[src/rtl/spgd_pkg.sv]
// Shared definitions for the SPGD update block.
// - FSM state encodings (4-bit localparams).
// - LFSR tap mask for x^16 + x^14 + x^13 + x^11 + 1.
// - DAC mid-code and upper rail as functions of the DAC width.
package spgd_pkg;

  localparam logic [3:0] StIdle    = 4'd0;
  localparam logic [3:0] StApplyP  = 4'd1;
  localparam logic [3:0] StSettleP = 4'd2;
  localparam logic [3:0] StMeasP   = 4'd3;
  localparam logic [3:0] StCapP    = 4'd4;
  localparam logic [3:0] StClr     = 4'd5;
  localparam logic [3:0] StApplyM  = 4'd6;
  localparam logic [3:0] StSettleM = 4'd7;
  localparam logic [3:0] StMeasM   = 4'd8;
  localparam logic [3:0] StCapM    = 4'd9;
  localparam logic [3:0] StUpdate  = 4'd10;

  // Right-shifting Fibonacci form: feedback is the XOR of bits 0, 2, 3 and 5.
  localparam logic [15:0] LfsrTaps = 16'h002D;

  function automatic int unsigned dac_mid(input int unsigned width);
    return 32'd1 << (width - 1);
  endfunction

  function automatic int unsigned dac_max(input int unsigned width);
    return (32'd1 << width) - 32'd1;
  endfunction

endpackage

[src/rtl/spgd_lfsr16.sv]
// 16-bit Fibonacci LFSR used as the per-iteration sign source.
// Ports:
//   clk_i   - clock
//   rst_i   - asynchronous active-high reset, loads Seed
//   step_i  - advance one position this cycle
//   state_o - current register contents
module spgd_lfsr16 import spgd_pkg::*; #(
  parameter logic [15:0] Seed = 16'hACE1
) (
  input  logic        clk_i,
  input  logic        rst_i,
  input  logic        step_i,
  output logic [15:0] state_o
);

  logic [15:0] lfsr_q, lfsr_d;

  always_comb begin
    lfsr_d = lfsr_q;
    if (step_i) begin
      lfsr_d = {^(lfsr_q & LfsrTaps), lfsr_q[15:1]};
    end
  end

  always_ff @(posedge clk_i or posedge rst_i) begin
    if (rst_i) begin
      lfsr_q <= Seed;
    end else begin
      lfsr_q <= lfsr_d;
    end
  end

  assign state_o = lfsr_q;

endmodule

[src/rtl/spgd_update.sv]
// SPGD gradient-step engine. Each iteration perturbs every DAC channel by
// +/-PERT_AMP, has the metric averager measure J+ and J-, then moves every
// channel by sign * ((J+ - J-) >>> GAIN_SHIFT), clamped to the DAC rails.
// Ports:
//   clk_i, rst_i     - clock, asynchronous active-high reset
//   start_i          - run enable (level); an iteration in flight always completes
//   metric_done_i    - averager done flag, only honoured in the measure states
//   metric_in_i      - signed averaged metric, valid the cycle after done rises
//   avg_en_o         - averager enable; low clears the averager
//   dac_out_o        - packed channel codes, channel k at [k*DAC_WIDTH +: DAC_WIDTH]
//   dac_valid_o      - one-cycle strobe whenever dac_out_o changes
//   busy_o           - high outside idle
//   iter_count_o     - completed iterations, wrapping
module spgd_update import spgd_pkg::*; #(
  parameter int unsigned ADC_WIDTH     = 12,
  parameter int unsigned DAC_WIDTH     = 14,
  parameter int unsigned N_CH          = 4,   // 1..16, one LFSR bit per channel
  parameter int unsigned PERT_AMP      = 64,
  parameter int unsigned GAIN_SHIFT    = 2,
  parameter int unsigned SETTLE_CYCLES = 100,
  parameter logic [15:0] LFSR_SEED     = 16'hACE1
) (
  input  logic                      clk_i,
  input  logic                      rst_i,
  input  logic                      start_i,
  input  logic                      metric_done_i,
  input  logic [ADC_WIDTH-1:0]      metric_in_i,
  output logic                      avg_en_o,
  output logic [N_CH*DAC_WIDTH-1:0] dac_out_o,
  output logic                      dac_valid_o,
  output logic                      busy_o,
  output logic [31:0]               iter_count_o
);

  // Two guard bits above the wider operand so sums never wrap before clamping.
  localparam int unsigned SumW = ((DAC_WIDTH > ADC_WIDTH + 1) ? DAC_WIDTH : ADC_WIDTH + 1) + 2;
  localparam int unsigned CntW = (SETTLE_CYCLES > 1) ? $clog2(SETTLE_CYCLES) : 1;
  localparam logic signed [SumW-1:0] SumMax     = SumW'(dac_max(DAC_WIDTH));
  localparam logic signed [SumW-1:0] Pert       = SumW'(PERT_AMP);
  localparam logic [DAC_WIDTH-1:0]   UMid       = DAC_WIDTH'(dac_mid(DAC_WIDTH));
  localparam logic [CntW-1:0]        SettleLoad = CntW'(SETTLE_CYCLES - 1);

  logic [3:0]                  state_q, state_d;
  logic [CntW-1:0]             cnt_q, cnt_d;
  logic signed [ADC_WIDTH-1:0] jp_q, jp_d, jm_q, jm_d;
  logic [31:0]                 iter_q, iter_d;
  logic [DAC_WIDTH-1:0]        u_q [N_CH];
  logic [DAC_WIDTH-1:0]        u_d [N_CH];
  logic [DAC_WIDTH-1:0]        u_new [N_CH];
  logic [15:0]                 lfsr;
  logic                        unused_lfsr;
  logic                        upd, plus_ph, minus_ph;
  logic signed [ADC_WIDTH:0]   dj;
  logic signed [SumW-1:0]      step;

  function automatic logic [DAC_WIDTH-1:0] sat_dac(input logic signed [SumW-1:0] v);
    if (v < 0) return '0;
    if (v > SumMax) return SumMax[DAC_WIDTH-1:0];
    return v[DAC_WIDTH-1:0];
  endfunction

  spgd_lfsr16 #(
    .Seed(LFSR_SEED)
  ) u_lfsr (
    .clk_i  (clk_i),
    .rst_i  (rst_i),
    .step_i (upd),
    .state_o(lfsr)
  );

  // Bits beyond N_CH only feed the LFSR recurrence.
  assign unused_lfsr = ^lfsr;

  assign upd      = (state_q == StUpdate);
  assign plus_ph  = (state_q == StApplyP) || (state_q == StSettleP) || (state_q == StMeasP) ||
                    (state_q == StCapP) || (state_q == StClr);
  assign minus_ph = (state_q == StApplyM) || (state_q == StSettleM) || (state_q == StMeasM) ||
                    (state_q == StCapM);

  // Decoded straight from state so a reset drops the enable without a clock.
  assign avg_en_o     = (state_q == StMeasP) || (state_q == StCapP) ||
                        (state_q == StMeasM) || (state_q == StCapM);
  assign dac_valid_o  = (state_q == StApplyP) || (state_q == StApplyM) || upd;
  assign busy_o       = (state_q != StIdle);
  assign iter_count_o = iter_q;

  assign dj   = $signed({jp_q[ADC_WIDTH-1], jp_q}) - $signed({jm_q[ADC_WIDTH-1], jm_q});
  assign step = SumW'(dj) >>> GAIN_SHIFT;

  for (genvar k = 0; k < N_CH; k++) begin : g_ch
    logic signed [SumW-1:0] u_ext, pert_k, step_k;
    logic [DAC_WIDTH-1:0]   ch_out;

    assign u_ext    = $signed({{(SumW - DAC_WIDTH){1'b0}}, u_q[k]});
    assign pert_k   = lfsr[k] ? -Pert : Pert;
    assign step_k   = lfsr[k] ? -step : step;
    assign u_new[k] = sat_dac(u_ext + step_k);

    always_comb begin
      ch_out = u_q[k];
      if (upd) begin
        ch_out = u_new[k];
      end else if (plus_ph) begin
        ch_out = sat_dac(u_ext + pert_k);
      end else if (minus_ph) begin
        ch_out = sat_dac(u_ext - pert_k);
      end
    end

    assign dac_out_o[k*DAC_WIDTH +: DAC_WIDTH] = ch_out;
  end

  always_comb begin
    for (int i = 0; i < N_CH; i++) begin
      u_d[i] = upd ? u_new[i] : u_q[i];
    end
  end

  always_comb begin
    state_d = state_q;
    cnt_d   = cnt_q;
    jp_d    = jp_q;
    jm_d    = jm_q;
    iter_d  = iter_q;
    case (state_q)
      StIdle:    if (start_i) state_d = StApplyP;
      StApplyP: begin
        cnt_d   = SettleLoad;
        state_d = StSettleP;
      end
      StSettleP: begin
        if (cnt_q == '0) state_d = StMeasP;
        else             cnt_d   = cnt_q - 1'b1;
      end
      StMeasP:   if (metric_done_i) state_d = StCapP;
      StCapP: begin
        jp_d    = metric_in_i;
        state_d = StClr;
      end
      StClr:     state_d = StApplyM;
      StApplyM: begin
        cnt_d   = SettleLoad;
        state_d = StSettleM;
      end
      StSettleM: begin
        if (cnt_q == '0) state_d = StMeasM;
        else             cnt_d   = cnt_q - 1'b1;
      end
      StMeasM:   if (metric_done_i) state_d = StCapM;
      StCapM: begin
        jm_d    = metric_in_i;
        state_d = StUpdate;
      end
      StUpdate: begin
        iter_d  = iter_q + 32'd1;
        state_d = start_i ? StApplyP : StIdle;
      end
      default:   state_d = StIdle;
    endcase
  end

  always_ff @(posedge clk_i or posedge rst_i) begin
    if (rst_i) begin
      state_q <= StIdle;
      cnt_q   <= '0;
      jp_q    <= '0;
      jm_q    <= '0;
      iter_q  <= '0;
      for (int i = 0; i < N_CH; i++) u_q[i] <= UMid;
    end else begin
      state_q <= state_d;
      cnt_q   <= cnt_d;
      jp_q    <= jp_d;
      jm_q    <= jm_d;
      iter_q  <= iter_d;
      for (int i = 0; i < N_CH; i++) u_q[i] <= u_d[i];
    end
  end

endmodule

[config.mk]
export PLATFORM = sky130hd
export DESIGN_NAME = spgd_update
export DESIGN_NICKNAME = d
export VERILOG_FILES = /design/src/rtl/spgd_pkg.sv /design/src/rtl/spgd_lfsr16.sv /design/src/rtl/spgd_update.sv
export SDC_FILE = /design/constraint.sdc
export NUM_CORES = 1
export LEC_CHECK = 0
export BUFFER_PORTS_ARGS = -buffer_cell sky130_fd_sc_hd__buf_2
export CAP_MARGIN = 20
export CORE_MARGIN = 1
export CORE_UTILIZATION = 45
export CTS_CLUSTER_DIAMETER = 60
export CTS_CLUSTER_SIZE = 24
export DETAILED_ROUTE_END_ITERATION = 8
export GPL_ROUTABILITY_DRIVEN = 1
export HOLD_SLACK_MARGIN = 0.02
export SYNTH_ARGS = -nofsm -noshare
export SYNTH_HDL_FRONTEND = slang
export SYNTH_SLANG_ARGS = --single-unit
export TNS_END_PERCENT = 100
[constraint.sdc]
create_clock -name clk_i -period 7.8 [get_ports clk_i]
set_input_delay 0.78 -clock clk_i [delete_from_list [all_inputs] [get_ports clk_i]]
set_output_delay 0.78 -clock clk_i [all_outputs]
set_load 0.01 [all_outputs]
== Word level (Yosys, flattened, before mapping) ==
Cells that the tools add are included.

* Output and inout bits: 91
* Input port bits: 16
* Flip-flop bits (word level): 139

* Reductions and logical operators: 21
* Order comparisons: 24
* Add/subtract/negate cells: 16
* Mux-type cells: 153
* Equality and inequality tests: 16

{| class="wikitable"
|+ Operator list
! kind !! number
|-
| two-way mux 14 bit || 60
|-
| greater-than comparator 16 x 15 -> 1 bit, second input constant || 12
|-
| less-than comparator 16 x 1 -> 1 bit, second input constant || 12
|-
| adder 15 x 16 -> 16 bit || 8
|-
| two-way mux 16 bit || 8
|-
| two-way mux 1 bit || 77
|-
| subtractor 15 x 16 -> 16 bit || 4
|-
| case mux 4 bit (11 select lines) || 1
|-
| adder 32 x 1 -> 32 bit, second input constant || 1
|-
| two-way mux 4 bit || 5
|-
| equality test 4 x 3 -> 1 bit, second input constant || 4
|-
| negator 11 -> 16 bit || 1
|-
| XOR reduction 16 bit || 1
|-
| case mux 7 bit (2 select lines) || 1
|-
| subtractor 12 x 12 -> 13 bit || 1
|-
| equality test 4 bit, second input constant || 3
|-
| logical OR 1 bit || 12
|-
| equality test 4 x 2 -> 1 bit, second input constant || 2
|-
| != test 2 bit, second input constant || 4
|-
| zero test 7 bit || 1
|-
| two-way mux 7 bit || 1
|-
| subtractor 7 x 1 -> 7 bit, second input constant || 1
|-
| AND reduction 5 bit || 1
|-
| equality test 4 x 1 -> 1 bit, second input constant || 1
|-
| other kinds (6) || 8
|}

== Depth between registers and ports, before layout ==
Gate-level depths: netlist (run 1).

* Depth after elaboration: 16
* Mapped depth: 26

== Cells and area by module ==
Synthesis (run 1) repeated with hierarchy kept, for this count alone.

* Cells, all modules: 1839
* Area, all modules: 14800.4 sq um

{| class="wikitable"
|+ Modules (own cells, without submodules)
! module !! times used !! area each (sq um) !! cells an instance !! sequential area each (sq um)
|-
| spgd_update || 1 || 14121.0 || 1800 || 3083.0
|-
| spgd_lfsr16 || 1 || 679.4 || 39 || 410.4
|}

== Worst setup path before layout (run 1) ==
Ideal clock, no wire load.

* Path kind: register to output
* From: register jp_q[4]
* To: output port dac_out_o[13]
* Setup slack: 1.879 ns
* Stages on the path, launching flop included: 22
* Arrival time: 5.141 ns
* Required time: 7.020 ns
* Cells stage by stage: dfrtp_1 ha_1 buf_6 nor2b_1 a2111oi_4 o211ai_4 a41o_1 or3_1 buf_2 nor3_4 nor2_1 xnor2_1 ha_1 a21oi_1 nand2_1 a31o_2 o21ai_0 and2_1 xor2_1 buf_2 a211oi_1 o21ai_0

* Cells in the longest elaborated chain, start to end: 10
* Elaborated cells on any way between the ends: 13
* Those cells by class: add/sub: 3; order compare: 2; mux: 8

{| class="wikitable"
|+ Ends and longest elaborated chain
! what !! RTL line !! text
|-
| from (decl) || spgd_update.sv:45 || <nowiki>logic signed [ADC_WIDTH-1:0] jp_q, jp_d, jm_q, jm_d;</nowiki>
|-
| from (signal assigned) || spgd_update.sv:173 || <nowiki>jp_q <= jp_d;</nowiki>
|-
| subtractor 12 x 12 -> 13 bit (*) || spgd_update.sv:87 || <nowiki>assign dj = $signed({jp_q[ADC_WIDTH-1], jp_q}) - $signed({jm_q[ADC_WIDTH-1], jm_q});</nowiki>
|-
| negator 11 -> 16 bit || spgd_update.sv:96 || <nowiki>assign step_k = lfsr[k] ? -step : step;</nowiki>
|-
| two-way mux 16 bit (*) || spgd_update.sv:96 ||
|-
| adder 15 x 16 -> 16 bit (*) || spgd_update.sv:97 || <nowiki>assign u_new[k] = sat_dac(u_ext + step_k);</nowiki>
|-
| greater-than comparator 16 x 15 -> 1 bit || spgd_update.sv:58 || <nowiki>if (v > SumMax) return SumMax[DAC_WIDTH-1:0];</nowiki>
|-
| two-way mux 1 bit (2 in series) || spgd_update.sv:58 ||
|-
| two-way mux 14 bit || spgd_update.sv:59 || <nowiki>return v[DAC_WIDTH-1:0];</nowiki>
|-
| two-way mux 14 bit (*) || spgd_update.sv:58 ||
|-
| two-way mux 14 bit (*) || spgd_update.sv:101 || <nowiki>if (upd) begin</nowiki>
|-
| to (decl) || spgd_update.sv:29 || <nowiki>output logic [N_CH*DAC_WIDTH-1:0] dac_out_o,</nowiki>
|}

Every way passes the cells marked *; elsewhere a longest branch is shown, timed or not. The select of a mux whose other input is x is not followed.

== Worst setup path after layout (run 1) ==
* From: register jp_q[3]
* To: output port dac_out_o[22]

The elaborated chain is that of the path after synthesis.

==> results of run 1 <==
-- worst reg2reg max path, stage by stage, from the launching register on --
cell	delay [ns]
dfrtp_1	0.39
ha_1	0.55
o21ai_0	0.19
nor2b_1	0.20
o31ai_1	0.53
mux2i_1	0.34
or2_2	0.42
nor3_4	0.42
nor2_1	0.10
xnor2_1	0.21
ha_1	0.32
a21oi_1	0.26
nand3b_1	0.10
o21ai_0	0.38
a21oi_1	0.26
o2111ai_1	0.19
nand3_1	0.42
a211oi_1	0.59
o21ai_1	0.10
-- cells in the final DEF, fill, tap and decap left out, drive strengths merged, types with 29 or more instances in the layout --
| master | synthesis | routed |
|---|---|---|
| xnor2 | 129 | 129 |
| nand3 | 42 | 42 |
| o21ai | 167 | 167 |
| nor3 | 53 | 53 |
| nor2 | 144 | 144 |
| dfrtp | 127 | 127 |
| a21oi | 137 | 137 |
| a21o | 29 | 29 |
| buf | 28 | 131 |
| nand2 | 232 | 232 |
| nand2b | 37 | 37 |
| ha | 143 | 143 |
| inv | 87 | 96 |
| xor2 | 42 | 42 |
| o22ai | 35 | 35 |
-- cell type report --
class                           count  share of cell area, %
Clock buffer                       18                   2.64
Tap cell                          442                   3.32
Clock inverter                     14                   1.04
Inverter                           88                   2.01
Sequential cell                   139                   21.0
Timing Repair Buffer              133                   4.42
Multi-Input combinational cell   1584                   65.6
-- registers in the layout, summed over array words and instances, names as in the netlist --
| name | flops |
|---|---|
| cnt_q | 7 |
| g_ch.u_ext | 56 |
| iter_count_o | 32 |
| jp_q | 12 |
| u_lfsr.state_o | 16 |
| state_q | 4 |
| jm_q | 12 |
-- kinds of logic after synthesis --
| family | Yosys count |
|---|---|
| compound gates | 602 |
| xor+xnor | 171 |
| fa+ha+maj | 155 |
| buf+inv | 178 |
| flops | 139 |
| mux | 22 |
| simple gates | 634 |
-- stage by stage --
step,area (um^2),utilization [%],cells,setup slack (ns)
detailed placement,16000,48.8,2384,0.788
CTS,16600,50.7,2416,0.301
global placement,16000,48.8,2384,0.968
global route,16700,50.8,2418,0.0645
floorplan,15100,-,1901,1.88
finish,16700,50.8,2418,0.387
-- metal layers --
layer | track usage (%) | vias to the layer above
met5 | 0 | -
met3 | 4.82 | 69
met1 | 37.6 | 6982
li1 | - | 6995
met2 | 41.3 | 430
met4 | 9.55 | 0
-- worst min-delay path by stage --
stage / startpoint / end / slack (ns) / depth (start not counted)
6_report: u_lfsr.state_o[11] / u_lfsr.state_o[10] / 0.45 / 2
5_1_grt: u_lfsr.state_o[11] / u_lfsr.state_o[10] / 0.47 / 2
4_1_cts: u_lfsr.state_o[11] / u_lfsr.state_o[10] / 0.46 / 2
3_5_place_dp: u_lfsr.state_o[7] / u_lfsr.state_o[6] / 0.45 / 2
3_3_place_gp: u_lfsr.state_o[7] / u_lfsr.state_o[6] / 0.44 / 2
2_1_floorplan: u_lfsr.state_o[11] / u_lfsr.state_o[10] / 0.43 / 2
-- repair_timing --
item                       4_1_cts  5_1_grt
setup endpoints to repair        0       22
resized for setup                0        4
hold buffers                     0        0
setup buffers                    0        0
-- power groups by stage --
stage                     sequential (W)  combinational (W)  clock (W)
after floorplan                 0.000816            0.00176          0
after global placement          0.000846            0.00242          0
after detailed placement        0.000848            0.00245          0
after CTS                       0.000835            0.00246   0.000896
after global routing            0.000846            0.00272   0.000923
final                           0.000836            0.00250   0.000879
==> summary.md, run 1 <==
| Metric | Value |
|---|---|
| R2r setup slk | around 1.7 ns |
| DIE HEIGHT | approximately 190 um |
| CTS tree | built |
| Final Max Slew Viols | 0 |
| Register area | 0.00349 mm^2 |
| Final WL | 45,700 um |
| Slowest cell on the critical path | ha_1 |
| Worst EP arrival | around 6.6 ns |
| Fmax | ~130 MHz |
| RSZ-0062 raised after global routing | no |
| Register area share after synthesis | a little under a quarter |
| Fill count | between 3,000 and 4,000 |
| Syn-to-layout area delta | 10.2% |
| Number of synthesized flops with an enable pin | 0 |
| Die width | between 150 and 200 um |
| Post-Syn Area | 0.0151 mm^2 |
| Met2 Wirelength | 20,300 um |
| Routed WL per cell | 18.9 um |
| Most common cell in the netlist | nand2_1 |
| Kind of cell adding the most delay to the critical path | compound AO/OA/AOI/OAI gates |
| Netlist cell types | 95 |
| Synth area leaders | dfrtp_1 (21%), ha_1 (12%), xnor2_1 (7.4%) |
| Initial Util | between 40 and 50% |
| Final Hold Fails | 0 |
| First-pass GRT wire length | just over 70,000 um |
| # IOs | approximately 110 |
| Rel. slew slack | about a quarter |
| Max-cap violations | 0 |
| Largest net degree at the start of global routing | 78 |
| Crit end category | output port |
| Initial antenna violation count | 0 |
| Global-route usage over all layers | between 20 and 30% |
| CP peak stage delay | ~0.55 ns |
| Hold WC Path Type | register to register |
| Hold_ws | between 0.4 and 0.5 ns |
| Worst vdd ir | about 0.18 mV |
| Net Sw Frac | 49.7% |
| Yosys reg bits | ~140 |
| Clock latency on the worst-skew pair | roughly 0.45 ns |
| Detailed Route Iter0 Violations | between 1,000 and 1,500 |
| Critical Path RT | 7.02 ns |
| Met1 wire length | around 22,000 um |
| Antenna Diode Count | 0 |
| Hpwl dp | about 34,000 um |
| Syn_area_per_cell | between 7 and 8 um^2 |
| Core ar. | between 0.03 and 0.04 mm^2 |
| Reg power frac | 19.8% |
| GP Congestion | ~0.92 |
| DRC Markers | 0 |
| Clock Tree Buf Depth | 2 |
| RR Startpoint | jp_q[3] |
| CTS Sinks | 139 |
| Worst setup path startpoint | jp_q[3] |
| Detailed-router iteration count before antenna repair | 5 |
| Post-Syn Instances | about 1,900 |
| Antenna viol nets, final | 0 |
| Clock network power share | a little over a fifth |
| Static Leakage | about 7.7 nW |
| Adder-Cell Fraction of Synth Area | 13.4% |
| GRT overflow | 0 |
| Rows | 66 |
| Number of global-route vias before repair | approximately 13,000 |
| CP Buf/Inv Count | 1 |
| Fin crit share | 95.0% |
| Status | complete, no violations |
| Post-Synth XOR/XNOR Area | under 10% |
| Vias per cell | ~6 |
| Post-Synth Simple-Gate Area | between 10% and 20% |
| Area of the multi-input gates | 0.0109 mm^2 |
| Commonest cells post-synth | nand2_1 (232), nor2_1 (144), ha_1 (143) |
| Multiplexer share of the synthesized area | ~1.6% |
| PD cells | 253 mW/mm^2 |
| Met3 routed WL | approximately 2600 um |
| Critical path startpoint category | register |
| Port Buf Inserts | 106 |
| H-tree levels | 4 |
| Die Area | 0.0343 mm^2 |
| Final setup fails | 0 |
| CP cell instances | ha_1, o21ai_0, nor2b_1, o31ai_1, mux2i_1, or2_2, nor3_4, nor2_1, xnor2_1, ha_1, a21oi_1, nand3b_1, o21ai_0, a21oi_1, a2111o_1, a21oi_2, a211oi_1, o21ai_1, buf_2 |
| Ratio of cells with drive above 1 in the final layout | between 10% and 20% |
| Ys Warns | 0 |
| R2r endpoint | g_ch[1].u_ext[3] |
| Area leader, netlist | dfrtp_1 |
| Crit Path Category | register to output port |
| Comb pwr share | 59.4% |
| Psw | approximately 0.0021 W |
| Final min period | approximately 7.4 ns |
| Least-Margin Pin Slew | 1.12 ns |
| Highest routed layer | met4 |
| Synth Area in Compound Gates | 27.1% |
| Critical path depth | 19 |
| Synth Net Count | between 2,000 and 2,500 |
| Ys flop type | dfrtp_1 |
| Reg clk slew, reported paths | roughly 0.07 ns |
| Final setup TNS | 0 ns |
| Clk root buf | clkbuf_16 |
| Worst r2r path cells | 18 |
| Overall Power | roughly 0.0042 W |
| Clock skew | around 0.013 ns |
| Largest family of logic cells by synthesized area | compound AO/OA/AOI/OAI gates |
| Internal power | 0.00212 W |
| CTS Buf Count | 17 |
| Nets | 2,134 |
| Post-synth top area share | 21.0% |
| Vias | roughly 14,000 |
| Critical Path Sink | dac_out_o[22] |
| Max FO, Critical Path | 13 |
| Post-synth ARST share | 100% |
Power figures use the tool's default switching activity.
==> run 2, diff against run 1 <==
--- a/config.mk
+++ b/config.mk
@@ -7,6 +7,9 @@
 export LEC_CHECK = 0
 export BUFFER_PORTS_ARGS = -buffer_cell sky130_fd_sc_hd__buf_2
 export CAP_MARGIN = 20
+export CELL_PAD_IN_SITES_DETAIL_PLACEMENT = 0
+export CELL_PAD_IN_SITES_GLOBAL_PLACEMENT = 1
+export CORE_ASPECT_RATIO = 1.4
 export CORE_MARGIN = 1
 export CORE_UTILIZATION = 45
 export CTS_CLUSTER_DIAMETER = 60
@@ -14,6 +17,7 @@
 export DETAILED_ROUTE_END_ITERATION = 8
 export GPL_ROUTABILITY_DRIVEN = 1
 export HOLD_SLACK_MARGIN = 0.02
+export PLACE_DENSITY_LB_ADDON = 0.1
 export SYNTH_ARGS = -nofsm -noshare
 export SYNTH_HDL_FRONTEND = slang
 export SYNTH_SLANG_ARGS = --single-unit
==> run 2 against run 1 <==
- register-to-register slack worse by 0.09 ns
- highest routed layer unchanged
- sequential power hardly changed
- first-iteration DRC count down 19%
- global-route usage grew 1.1 points
- design area is 0.30% higher
- clock skew is 0.0013 ns lower
- via count is 0.81% lower
- critical path depth decreased by 1
- sequential cell count did not move
- largest power group unchanged
- clock power hardly changed
==> summary.md, run 2 (synthesis gave the netlist of run 1 again) <==
| Metric | Value |
|---|---|
| Status | complete, no violations |
| Worst vdd ir | 0.151 mV |
| CTS tree | built |
| Static Leakage | 7.68 nW |
| Die width | 157 um |
| Hold WC Path Type | input port to asynchronous set/reset pin |
| Final Hold Fails | 0 |
| DIE HEIGHT | approximately 220 um |
| Clock latency on the worst-skew pair | approximately 0.45 ns |
| GP Congestion | around 0.9 |
| Crit end category | output port |
| RR Startpoint | jp_q[3] |
| Detailed-router iteration count before antenna repair | 5 |
| Final Max Slew Viols | 0 |
| Ratio of cells with drive above 1 in the final layout | roughly an eighth |
| CP Buf/Inv Count | 1 |
| First-pass GRT wire length | 75,400 um |
| GRT overflow | 0 |
| Port Buf Inserts | roughly 110 |
| Fin crit share | between 90% and 100% |
| Crit Path Category | register to output port |
| Hpwl dp | 35,700 um |
| CTS Buf Count | 17 |
| # IOs | ~110 |
| Rel. slew slack | 25.1% |
| Clk root buf | clkbuf_16 |
| Detailed Route Iter0 Violations | a little under 900 |
| CTS Sinks | approximately 140 |
| Clock Tree Buf Depth | 2 |
| Global-route usage over all layers | 28.0% |
| Max-cap violations | 0 |
| Final instance area | 0.0167 mm^2 |
| Final WL | 47,100 um |
| Clock skew | roughly 0.012 ns |
| Antenna Diode Count | 0 |
| Number of global-route vias before repair | ~14,000 |
| CP cell instances | ha_1, nor3_1, a21boi_0, o31ai_1, o311ai_2, and2_2, or2_0, nand2_1, xnor2_1, ha_1, and3_1, a221o_1, a221o_1, nand4b_1, o21ai_2, a2111oi_1, o32ai_1, buf_2 |
| Critical Path RT | about 7 ns |
| Rows | around 80 |
| R2r setup slk | ~1.6 ns |
| H-tree levels | 4 |
| DRC Markers | 0 |
| Reg clk slew, reported paths | 0.07 ns |
| Final setup fails | 0 |
| Max FFs per register | 56 |
| Kind of cell adding the most delay to the critical path | compound AO/OA/AOI/OAI gates |
| Largest net degree at the start of global routing | between 70 and 80 |
| Initial Util | between 40% and 50% |
| Die Area | roughly 0.034 mm^2 |
| Critical path startpoint category | register |
| Worst r2r path cells | 17 |
| Slowest cell on the critical path | o21ai_2 |
| Placed cell areas | 0.0160 mm^2 |
| Core ar. | around 0.033 mm^2 |
| Hold_ws | roughly 0.43 ns |
| Max FO, Critical Path | 12 |
| Most common cell after layout, fill and taps aside | nand2_1 |
| Worst EP arrival | 6.67 ns |
| Overall Power | approximately 0.0042 W |
| CP peak stage delay | 0.86 ns |
| Antenna viol nets, final | 0 |
| Fmax | between 100 and 150 MHz |
| R2r endpoint | g_ch[0].u_ext[3] |
| Syn-to-layout area delta | 10.5% |
| Routed WL per cell | 19.5 um |
| Most frequent cells in the layout | nand2_1 (232), ha_1 (143), nor2_1 (142) |
| PD cells | roughly 250 mW/mm^2 |
| Initial antenna violation count | 0 |
| Final setup TNS | 0 ns |
| Vias per cell | roughly 5.9 |
| CTS Hold Bufs | 0 |
| Final min period | approximately 7.5 ns |
| RSZ-0062 raised after global routing | no |
| Vias | 14,359 |
| Least-Margin Pin Slew | 1.12 ns |
| Nets | 2,133 |
| Setup Fix Bufs, Post-CTS | 0 |
-- run 2: final cells by class --
cell class	count	area, um^2
Timing Repair Buffer	132	726
Clock buffer	17	425
Tap cell	445	557
Clock inverter	15	201
Fill cell	3329	16400
Inverter	88	335
Sequential cell	139	3490
Multi-Input combinational cell	1584	11000
-- run 2: per-stage QoR --
stage | util [%] | std cells | setup slack, ns
6_report | 50.5 | 2420 | 0.349
5_1_grt | 50.5 | 2420 | 0.00786
4_1_cts | 50.2 | 2420 | 0.206
3_5_place_dp | 48.3 | 2388 | 0.692
2_1_floorplan | - | 1901 | 1.88
3_3_place_gp | 48.3 | 2387 | 0.801
-- run 2: what timing repair did --
| item | in CTS | in global routing |
|---|---|---|
| hold endpoints to repair | 0 | 0 |
| setup endpoints to repair | 0 | 35 |
| resized for setup | 0 | 14 |
-- run 2: worst max-delay path by stage --
| stage | startpoint | endpoint | cells past startpoint |
|---|---|---|---|
| final | jp_q[3] | dac_out_o[2] | 18 |
| after global placement | jp_q[3] | dac_out_o[17] | 19 |
| after detailed placement | jp_q[3] | dac_out_o[27] | 19 |
| after CTS | jp_q[3] | dac_out_o[27] | 19 |
| after floorplan | jp_q[4] | dac_out_o[13] | 21 |
| after global routing | jp_q[3] | dac_out_o[2] | 18 |
-- run 2: where the power goes --
group          switching, W  internal (W)
registers         0.0000582      0.000776
clock network      0.000411      0.000465
logic               0.00165      0.000854
total               0.00212       0.00209
-- run 2: worst register-to-register path, stage by stage, from the launching register on --
cell and delay, ns:
dfrtp_1 0.38, ha_1 0.36, nor3_1 0.25, a21boi_0 0.39, o31ai_1 0.21, o311ai_2 0.61, and2_2 0.44, or2_0 0.45
nand2_1 0.14, xnor2_1 0.20, ha_1 0.40, and3_1 0.17, a221o_1 0.20, a221o_1 0.33, nand4b_1 0.16, o21ai_2 0.86
a2111oi_1 0.18, o31ai_1 0.36
-- run 2: layer usage --
| metal | up-vias | track usage (%) | part of all wire [%] |
|---|---|---|---|
| li1 | 6984 | - | - |
| met2 | 341 | 51.5 | 52 |
| met5 | - | 0 | 0 |
| met1 | 6957 | 33.0 | 41 |
| met4 | 0 | 10.4 | 2.9 |
| met3 | 77 | 3.24 | 3.5 |
==> run 3, diff against run 2 <==
--- a/config.mk
+++ b/config.mk
@@ -5,13 +5,14 @@
 export SDC_FILE = /design/constraint.sdc
 export NUM_CORES = 1
 export LEC_CHECK = 0
+export ABC_AREA = 0
 export BUFFER_PORTS_ARGS = -buffer_cell sky130_fd_sc_hd__buf_2
 export CAP_MARGIN = 20
 export CELL_PAD_IN_SITES_DETAIL_PLACEMENT = 0
 export CELL_PAD_IN_SITES_GLOBAL_PLACEMENT = 1
 export CORE_ASPECT_RATIO = 1.4
 export CORE_MARGIN = 1
-export CORE_UTILIZATION = 45
+export CORE_UTILIZATION = 47
 export CTS_CLUSTER_DIAMETER = 60
 export CTS_CLUSTER_SIZE = 24
 export DETAILED_ROUTE_END_ITERATION = 8
==> run 3 against run 2 <==
- power decreased by 1.1%
- non-clock buffer count unchanged
- via count decreased by 0.43%
- largest cell class unchanged
- worst hold slack about the same
- die area decreased by 4.2%
- setup slack improved by 0.10 ns
- clock power decreased by 2%
- critical path type unchanged
- sequential cell count unchanged
==> summary.md, run 3 (synthesis gave the netlist of run 1 again) <==
| Metric | Value |
|---|---|
| Hpwl dp | around 36,000 um |
| CTS Hold Bufs | 0 |
| Post-CTS resize count | 0 |
| Detailed Route Iter0 Violations | between 900 and 1,000 |
| Routed WL per cell | 19.7 um |
| Final setup TNS | 0 ns |
| Die Area | between 0.03 and 0.04 mm^2 |
| Clk root buf | clkbuf_16 |
| Fmax | about 140 MHz |
| Core ar. | 0.0316 mm^2 |
| Vias | roughly 14,000 |
| Status | complete, no violations |
| Die width | between 150 and 200 um |
| Initial antenna violation count | 0 |
| Critical Path RT | 7.02 ns |
| Least-Margin Pin Slew | approximately 1.1 ns |
| Final WL | between 40,000 and 50,000 um |
| CTS tree | built |
| Worst EP arrival | roughly 6.6 ns |
| Vias per cell | approximately 6.0 |
| Critical path startpoint category | register |
| CTS Buf Count | 17 |
| Most frequent cells in the layout | nand2_1 (232), nor2_1 (143), ha_1 (143) |
| Rel. slew slack | approximately a quarter |
| # IOs | between 100 and 150 |
| Max FO, Critical Path | 13 |
| Final setup fails | 0 |
| Ratio of cells with drive above 1 in the final layout | 12.6% |
| Antenna viol nets, final | 0 |
| Clock Tree Buf Depth | 2 |
| Clock latency on the worst-skew pair | around 0.45 ns |
| Number of global-route vias before repair | ~14,000 |
| RSZ-0062 raised after global routing | no |
| Most common cell after layout, fill and taps aside | nand2_1 |
| Setup slack after layout | between 0.4 and 0.5 ns |
| Nets | roughly 2,100 |
| Global-route usage over all layers | 28.4% |
| CTS Sinks | between 100 and 150 |
| H-tree levels | 4 |
| Clock skew | approximately 0.013 ns |
| Antenna Diode Count | 0 |
| Final Max Slew Viols | 0 |
| Largest net degree at the start of global routing | 76 |
| DRC Markers | 0 |
| Reg clk slew, reported paths | approximately 0.08 ns |
| DIE HEIGHT | approximately 210 um |
| Final Hold Fails | 0 |
| PD cells | between 200 and 300 mW/mm^2 |
| Setup Fix Bufs, Post-CTS | 0 |
| Static Leakage | about 7.7 nW |
| Port Buf Inserts | 106 |
| Final min period | 7.35 ns |
| Post-place setup slack | ~0.93 ns |
| GP Congestion | between 0.9 and 1 |
| GRT overflow | 0 |
| Worst vdd ir | ~0.16 mV |
| Detailed-router iteration count before antenna repair | 5 |
| First-pass GRT wire length | between 70,000 and 80,000 um |
| Max-cap violations | 0 |
| Max FFs per register | 56 |
| Rows | 77 |
| Fin crit share | between 90% and 100% |
| Hold WC Path Type | input port to asynchronous set/reset pin |
| Initial Util | a little under half |
| Crit end category | output port |
| Syn-to-layout area delta | 9.66% |
| Crit Path Category | register to output port |
-- run 3: cell types whose count changed in the layout (fill, tap and decap cells not counted), moves of 2 or more --
cell and change:
a211oi_1 +2, a211oi_2 -2, nor3_1 +4, nor3_2 -4
-- run 3: layout make-up --
class / count / area (um^2)
fill: 3081 / 15000
multi-input combinational: 1584 / 10900
sequential: 139 / 3490
timing repair buffer: 132 / 726
tap: 395 / 494
clock buffer: 17 / 425
inverter: 88 / 335
clock inverter: 15 / 189
-- run 3: worst max-delay path, stage by stage (launching register included) --
cell,delay (ns)
dfrtp_1,0.39
ha_1,0.53
nor4b_1,0.15
a2111oi_4,0.40
o211ai_4,0.19
a41o_1,0.29
or3_1,0.52
nor3_4,0.46
nor2_1,0.11
xnor2_1,0.18
ha_1,0.34
a21oi_1,0.30
nand2_1,0.11
a31o_2,0.23
o21ai_0,0.30
and2_1,0.28
xor2_2,0.50
buf_4,0.30
a2111oi_4,0.10
o211ai_1,0.26
buf_2,0.17
-- run 3: final timing paths --
check                                  start                 to  slack, ns  cells after the start
min in group clk_i         u_lfsr.state_o[7]  u_lfsr.state_o[6]       0.46                      2
max reg2reg                          jp_q[3]   g_ch[0].u_ext[2]       1.75                     17
max                                  jp_q[3]       dac_out_o[7]       0.45                     20
max in group asynchronous              rst_i   g_ch[0].u_ext[0]       5.97                      3
min                                    rst_i    iter_count_o[1]       0.43                      2
min reg2reg                u_lfsr.state_o[7]  u_lfsr.state_o[6]       0.46                      2
-- run 3: layer usage --
metal  vias to the layer above  routed length, um  track usage, %  share of wire, %
met5                         -                  0               0                 0
met4                         0               1460            10.8               3.1
met3                        80               1450            2.63               3.1
met2                       325              24100            51.5                52
met1                      6898              19700            34.5                42
li1                       6994                  -               -                 -
-- run 3: power by group --
group / switching [W] / leakage, nW / internal [W]
clock network: 0.000424 / 0.299 / 0.000438
logic: 0.00163 / 5.57 / 0.000844
registers: 0.0000567 / 1.79 / 0.000776
-- run 3: per-stage QoR --
| step | instance area, um^2 | std cells | power (W) | util [%] | hold slack, ns |
|---|---|---|---|---|---|
| after detailed placement | 15900 | 2337 | 0.00328 | 50.4 | 0.449 |
| after CTS | 16600 | 2369 | 0.00416 | 52.4 | 0.452 |
| after global routing | 16600 | 2370 | 0.00443 | 52.5 | 0.466 |
| final | 16600 | 2370 | 0.00417 | 52.5 | 0.434 |
| after floorplan | 15100 | 1901 | 0.00257 | - | 0.435 |
| after global placement | 15900 | 2337 | 0.00327 | 50.4 | 0.445 |
